**src/rtl/axi_10g_ethernet_0_link_sequencer.sv**
```systemverilog
// Bring-up and recovery sequencer for the 10G PCS/PMA and MAC: synchronizes raw
// lock/detect status, sequences resets, debounces the link and bounds lock retries.
//
// state        | meaning
// S_RESET      | PCS and MAC held in reset for RESET_HOLD_CYCLES
// S_WAIT_PLL   | both resets held, waiting for QPLL lock (no timeout)
// S_WAIT_BLOCK | PCS released, waiting for debounced block lock + signal detect
// S_LINK_UP    | link usable, both resets released
// S_FAULT      | lock retries exhausted, held until soft reset or aresetn
module axi_10g_ethernet_0_link_sequencer #(
    parameter int C_NUM_SYNC_REGS   = 5,
    parameter int RESET_HOLD_CYCLES = 64,
    parameter int DEBOUNCE_CYCLES   = 16,
    parameter int LOCK_TIMEOUT      = 65536,
    parameter int MAX_RETRIES       = 7
) (
    input  logic       clk,
    input  logic       aresetn,
    input  logic       qplllock_in,
    input  logic       block_lock_in,
    input  logic       signal_detect_in,
    input  logic       soft_reset_req,
    output logic       pcs_reset,
    output logic       mac_reset,
    output logic       link_up,
    output logic       fault,
    output logic [3:0] retry_count,
    output logic [2:0] seq_state
);
    localparam int HOLD_W = $clog2(RESET_HOLD_CYCLES) + 1;
    localparam int DEB_W  = $clog2(DEBOUNCE_CYCLES) + 1;
    localparam int TMR_W  = $clog2(LOCK_TIMEOUT) + 1;
    localparam logic [HOLD_W-1:0] HOLD_LAST = HOLD_W'(RESET_HOLD_CYCLES - 1);
    localparam logic [DEB_W-1:0]  DEB_LAST  = DEB_W'(DEBOUNCE_CYCLES - 1);
    localparam logic [TMR_W-1:0]  TMR_LAST  = TMR_W'(LOCK_TIMEOUT - 1);
    localparam logic [3:0]        RETRY_MAX = 4'(MAX_RETRIES);

    typedef enum logic [2:0] {
        S_RESET      = 3'd0,
        S_WAIT_PLL   = 3'd1,
        S_WAIT_BLOCK = 3'd2,
        S_LINK_UP    = 3'd3,
        S_FAULT      = 3'd4
    } state_t;

    (* ASYNC_REG = "TRUE", SHREG_EXTRACT = "NO" *)
    logic [C_NUM_SYNC_REGS-1:0] r_pll_sync;
    (* ASYNC_REG = "TRUE", SHREG_EXTRACT = "NO" *)
    logic [C_NUM_SYNC_REGS-1:0] r_blk_sync;
    (* ASYNC_REG = "TRUE", SHREG_EXTRACT = "NO" *)
    logic [C_NUM_SYNC_REGS-1:0] r_sd_sync;

    state_t            r_state;
    state_t            w_next;
    logic [HOLD_W-1:0] r_hold;
    logic [DEB_W-1:0]  r_deb;
    logic [TMR_W-1:0]  r_timer;
    logic [3:0]        r_retry;
    logic              r_pcs_reset;
    logic              r_mac_reset;
    logic              r_link_up;
    logic              r_fault;
    logic              w_pll_s;
    logic              w_ok_s;
    logic              w_retry_inc;
    logic              w_pcs_reset;
    logic              w_mac_reset;
    logic              w_link_up;
    logic              w_fault;

    always_ff @(posedge clk or negedge aresetn) begin
        if (!aresetn) begin
            r_pll_sync <= '0;
            r_blk_sync <= '0;
            r_sd_sync  <= '0;
        end else begin
            r_pll_sync <= {r_pll_sync[C_NUM_SYNC_REGS-2:0], qplllock_in};
            r_blk_sync <= {r_blk_sync[C_NUM_SYNC_REGS-2:0], block_lock_in};
            r_sd_sync  <= {r_sd_sync[C_NUM_SYNC_REGS-2:0], signal_detect_in};
        end
    end

    assign w_pll_s = r_pll_sync[C_NUM_SYNC_REGS-1];
    assign w_ok_s  = r_blk_sync[C_NUM_SYNC_REGS-1] & r_sd_sync[C_NUM_SYNC_REGS-1];

    // Outputs are registered from the next-state decode so they move with the state.
    always_ff @(posedge clk or negedge aresetn) begin
        if (!aresetn) begin
            r_state     <= S_RESET;
            r_pcs_reset <= 1'b1;
            r_mac_reset <= 1'b1;
            r_link_up   <= 1'b0;
            r_fault     <= 1'b0;
        end else begin
            r_state     <= w_next;
            r_pcs_reset <= w_pcs_reset;
            r_mac_reset <= w_mac_reset;
            r_link_up   <= w_link_up;
            r_fault     <= w_fault;
        end
    end

    // Priority: soft reset > PLL loss > debounce completion > timeout.
    always_comb begin
        w_next      = r_state;
        w_retry_inc = 1'b0;
        if (soft_reset_req) begin
            w_next = S_RESET;
        end else begin
            case (r_state)
                S_RESET: begin
                    if (r_hold == HOLD_LAST) w_next = S_WAIT_PLL;
                end
                S_WAIT_PLL: begin
                    if (w_pll_s) w_next = S_WAIT_BLOCK;
                end
                S_WAIT_BLOCK: begin
                    if (!w_pll_s) begin
                        w_next = S_RESET;
                    end else if (w_ok_s && (r_deb == DEB_LAST)) begin
                        w_next = S_LINK_UP;
                    end else if (r_timer == TMR_LAST) begin
                        if (r_retry < RETRY_MAX) begin
                            w_next      = S_RESET;
                            w_retry_inc = 1'b1;
                        end else begin
                            w_next = S_FAULT;
                        end
                    end
                end
                S_LINK_UP: begin
                    if (!w_pll_s) begin
                        w_next = S_RESET;
                    end else if (!w_ok_s && (r_deb == DEB_LAST)) begin
                        w_next = S_WAIT_BLOCK;
                    end
                end
                S_FAULT: begin
                    w_next = S_FAULT;
                end
                default: begin
                    w_next = S_RESET;
                end
            endcase
        end
    end

    always_comb begin
        w_pcs_reset = 1'b1;
        w_mac_reset = 1'b1;
        w_link_up   = 1'b0;
        w_fault     = 1'b0;
        case (w_next)
            S_WAIT_BLOCK: w_pcs_reset = 1'b0;
            S_LINK_UP: begin
                w_pcs_reset = 1'b0;
                w_mac_reset = 1'b0;
                w_link_up   = 1'b1;
            end
            S_FAULT:      w_fault = 1'b1;
            default:      w_pcs_reset = 1'b1;
        endcase
    end

    // Counters restart from zero on every state entry; debounce sense flips with the state.
    always_ff @(posedge clk or negedge aresetn) begin
        if (!aresetn) begin
            r_hold  <= '0;
            r_deb   <= '0;
            r_timer <= '0;
            r_retry <= '0;
        end else if (soft_reset_req) begin
            r_hold  <= '0;
            r_deb   <= '0;
            r_timer <= '0;
            r_retry <= '0;
        end else begin
            r_hold <= (r_state == S_RESET && w_next == S_RESET) ? r_hold + 1'b1 : '0;
            if (r_state == S_WAIT_BLOCK && w_next == S_WAIT_BLOCK) begin
                r_timer <= r_timer + 1'b1;
                r_deb   <= w_ok_s ? r_deb + 1'b1 : '0;
            end else if (r_state == S_LINK_UP && w_next == S_LINK_UP) begin
                r_timer <= '0;
                r_deb   <= w_ok_s ? '0 : r_deb + 1'b1;
            end else begin
                r_timer <= '0;
                r_deb   <= '0;
            end
            if (w_next == S_LINK_UP && r_state != S_LINK_UP) begin
                r_retry <= '0;
            end else if (w_retry_inc && r_retry != 4'hF) begin
                r_retry <= r_retry + 4'd1;
            end
        end
    end

    assign pcs_reset   = r_pcs_reset;
    assign mac_reset   = r_mac_reset;
    assign link_up     = r_link_up;
    assign fault       = r_fault;
    assign retry_count = r_retry;
    assign seq_state   = r_state;

endmodule

```
**config.mk**
```make
export PLATFORM = sky130hd
export DESIGN_NAME = axi_10g_ethernet_0_link_sequencer
export DESIGN_NICKNAME = d
export VERILOG_FILES = /design/src/rtl/axi_10g_ethernet_0_link_sequencer.sv
export SDC_FILE = /design/constraint.sdc
export NUM_CORES = 1
export LEC_CHECK = 0
export CAP_MARGIN = 25
export CORE_UTILIZATION = 61
export CTS_CLUSTER_DIAMETER = 100
export CTS_CLUSTER_SIZE = 24
export DETAILED_ROUTE_END_ITERATION = 10
export GPL_ROUTABILITY_DRIVEN = 0
export PLACE_DENSITY = 0.88
export SLEW_MARGIN = 10
export SYNTH_ARGS = -nofsm -noshare
export SYNTH_HDL_FRONTEND = slang
export SYNTH_SLANG_ARGS = --single-unit
```
**constraint.sdc**
```tcl
create_clock -name clk -period 3.3 [get_ports clk]
set_clock_uncertainty 0.15 [all_clocks]
set_input_delay 0.66 -clock clk [delete_from_list [all_inputs] [get_ports clk]]
set_output_delay 0.66 -clock clk [all_outputs]
set_load 0.01 [all_outputs]
```
==> results.yml <==
status:
  outcome: "finished, final reports clean"
power_and_ir_drop:
  p_leak_nw: 1.13
  finalPower_mw: 1.08
  p_per_area_nw_per_um2: 412
  peakVddDrop_v: 0.000317
cells_and_area:
  drive_gt1_share_pct: 9.95
  fin_nets: 232
  finalInstanceArea_um2: 2620
  syn_to_final_growth_pct: 13.1
  regArea_um2: 1380
  fin_cells: 269
  fill_cells: 254
  diodes: 0
  multi_input_comb_area_um2: 896
global_route:
  grtUsageTotal_pct: 21.8
  grt_max_degree: 30
  grt_pass1_wl_um: 6710
  grt_overflow: 0
  antenna_found_initial: 0
  first_global_vias: 1462
setup_path:
  max_stage_delay_ps: 400
  crit_path_frequent_cell: "ha_1"
  cp-start-kind: "flip-flop"
  path_delay_family: "simple AND/OR/NAND/NOR gates"
  crit_fanout: 6
  ff2ff_setup_slack_ps: 810
  path_buf_inv: 0
  critPathKind: "reg2reg"
  r2r_start: "r_timer[0]"
  cp_data_required_time_ps: 3370
  arrival_ps: 2570
  critical_path.cell_chain: "ha_1 -> and4_1 -> nand3_1 -> nor2_1 -> ha_1 -> nor2b_1 -> nand4_1 -> o21bai_1 -> nor3b_1"
  endpoint_kind: "flip-flop"
  crit_path_top_delay_cell: "dfrtp_1"
  r2r-end: "retry_count[3]"
  r2r_cells: 9
synthesis:
  synth-simple-area-share_pct: 21.5
  avgSynthCellArea_um2: 11.7
  synthAdderAreaFrac_pct: 3.24
  ys_ff_latch: 55
  synthCells: 198
  synth_xor_xnor_area_share_pct: 7.95
  ys_seq_area_share_pct: 59.6
  synth_top_family_by_area: "simple AND/OR/NAND/NOR gates"
  synth_compound_area_share_pct: 5.19
  ys_types: 40
  yosysWarnings: 0
  synthesis.area_um2: 2310
  synthMuxAreaShare_pct: 0.865
  synth_nets: 210
detailed_routing:
  routed_wirelength_um: 3940
  drt-vias-per-instance: 5.64
  dr.first_iter.drc_count: 152
  ant_nets: 0
  wl_per_cell_um: 14.6
  firstDrtPassIters: 4
  drcViolationCount: 0
  num_vias: 1518
clock_network:
  cts_root_buf: "clkbuf_8"
  cts.sinks: 55
  post-cts-setup-buffers: 0
  htreeDepth: 2
  hold_buffers: 0
  cts_made_buffers: 5
  clk_latency_ps: 300
  cts_resized: 0
  path_clk_slew_ps: 90
  cts_tree: "done"
  clockBufferDepth: 2
timing:
  fin_tns_setup_ps: 0
  worst_pin_slew_ps: 632
  drv_slew: 0
  hold_slack_ps: 201
  post-route-period-util_pct: 75.6
  relSlewSlack_pct: 57.9
  fmax_mhz: 401
  grt_setup_unrepaired: "no"
  setup_violations: 0
  hold_viol: 0
  min_period_ps: 2490
floorplanning:
  start_util_pct: 63.2
  row_count: 22
  ioPinCount: 17
  dieArea_um2: 4040
  die_w_um: 63.6
  core_area_um2: 3660
  die_h_um: 63.6
hold_path:
  hp-class: "reg2reg"
  worstHoldPathCells: 0
  holdPathEnd: "r_blk_sync[4]"
  hold_start: "r_blk_sync[3]"
flow_run:
  drv_cap: 0
placement:
  dp_cells: 261
  port_buffers: 16
  placed_cell_area_um2: 2530
  dp_hpwl_um: 2730
[cell families after synthesis]
| logic type | after synthesis |
|---|---|
| AOI/OAI and AO/OA | 15 |
| xor gates and xnor gates | 21 |
| adders and majority gates | 6 |
| buffers and inverters | 8 |
| DFF | 55 |
| muxes | 2 |
| and+or+nand+nor | 91 |
[area by class of cell]
class	instances	share of cell area (%)
flip-flops and latches	55	52.7
multi-input cells	135	34.2
repair buffers	20	7.07
clock buffers	5	2.63
well taps	48	2.29
clock inverters	3	0.717
inverters	3	0.430
[through the flow]
stage	setup WS [ps]	util, %
2_1_floorplan	1020	-
3_3_place_gp	886	69.1
3_5_place_dp	861	69.1
4_1_cts	830	71.5
5_1_grt	614	71.5
6_report	806	71.5
[flip-flops by register name, indices dropped and copies added, names as in the netlist]
signal	flops
r_hold	7
r_deb	5
retry_count	4
r_pll_sync	5
fault	1
r_timer	17
r_blk_sync	5
pcs_reset	1
link_up	1
mac_reset	1
seq_state	3
r_sd_sync	5
[cell usage in the layout, fill, tap and decap left out, drive strengths merged, types with 3 or more instances in the layout]
cell type / Yosys / routed
clkbuf: 2 / 5
nor4: 3 / 3
ha: 6 / 6
nand2: 6 / 6
nor3b: 3 / 3
or3: 3 / 3
nor3: 6 / 6
dfrtp: 53 / 53
and3: 8 / 8
and4: 3 / 3
inv: 3 / 4
clkdlybuf4s50: 0 / 15
nand3: 12 / 12
xnor2: 9 / 9
xor2: 12 / 12
nand4: 8 / 8
buf: 3 / 5
nor2: 31 / 31
[worst max-delay path by stage]
stage / from / to / slack [ps] / cells after the start
after global routing: r_timer[0] / retry_count[3] / 610 / 9
after global placement: r_timer[0] / retry_count[3] / 890 / 9
after floorplan: r_timer[0] / r_timer[10] / 1020 / 10
after detailed placement: r_timer[0] / retry_count[3] / 860 / 9
after CTS: r_timer[0] / r_deb[1] / 830 / 9
final: r_timer[0] / retry_count[3] / 810 / 9
[where the power goes]
part           total, mW  internal (mW)  switching, mW
clock              0.357          0.150          0.207
combinational     0.0311         0.0114         0.0197
sequential         0.692          0.686        0.00621
total               1.08          0.847          0.233
[worst register-to-register path, cell delays in order (launching register included)]
cell and delay (ps):
dfrtp_1 400, ha_1 210, and4_1 330, nand3_1 100
nor2_1 100, ha_1 280, nor2b_1 250, nand4_1 220
o21bai_1 190, nor3b_1 190
[synthesized netlist by cell type, drive strengths merged]
master	n	area [um^2]
nand3	12	60.1
and4	3	26.3
nand2	6	22.5
nor4	3	18.8
nor3b	3	22.5
a2111oi	1	15.0
a21bo	1	10.0
a41oi	1	8.76
xnor2	9	78.8
a21o	1	7.51
mux2i	2	20.0
clkbuf	2	7.51
a2111o	1	11.3
and3	8	56.3
buf	3	21.3
a32oi	2	17.5
nor2b	1	6.26
nand3b	1	7.51
nand2b	1	6.26
a21boi	1	7.51
or2	1	6.26
dfstp	2	52.6
nor3	6	30.0
inv	3	11.3
and4bb	1	12.5
a211oi	2	15.0
nor2	31	116
or3	3	18.8
nand4	8	50.1
or4b	1	13.8
dfrtp	53	1330
nand4bb	2	22.5
o21bai	1	7.51
o21ai	2	10.0
ha	6	75.1
xor2	12	105
a21oi	2	10.0
[metal layers]
| layer | track usage (%) | wire length, um | vias up |
|---|---|---|---|
| met1 | 28.1 | 1820 | 739 |
| met5 | 0 | 0 | - |
| li1 | - | - | 743 |
| met4 | 8.24 | 65 | 0 |
| met3 | 4.53 | 103 | 7 |
| met2 | 36.0 | 1950 | 29 |
Note: power is estimated with default switching activity, not from simulation.
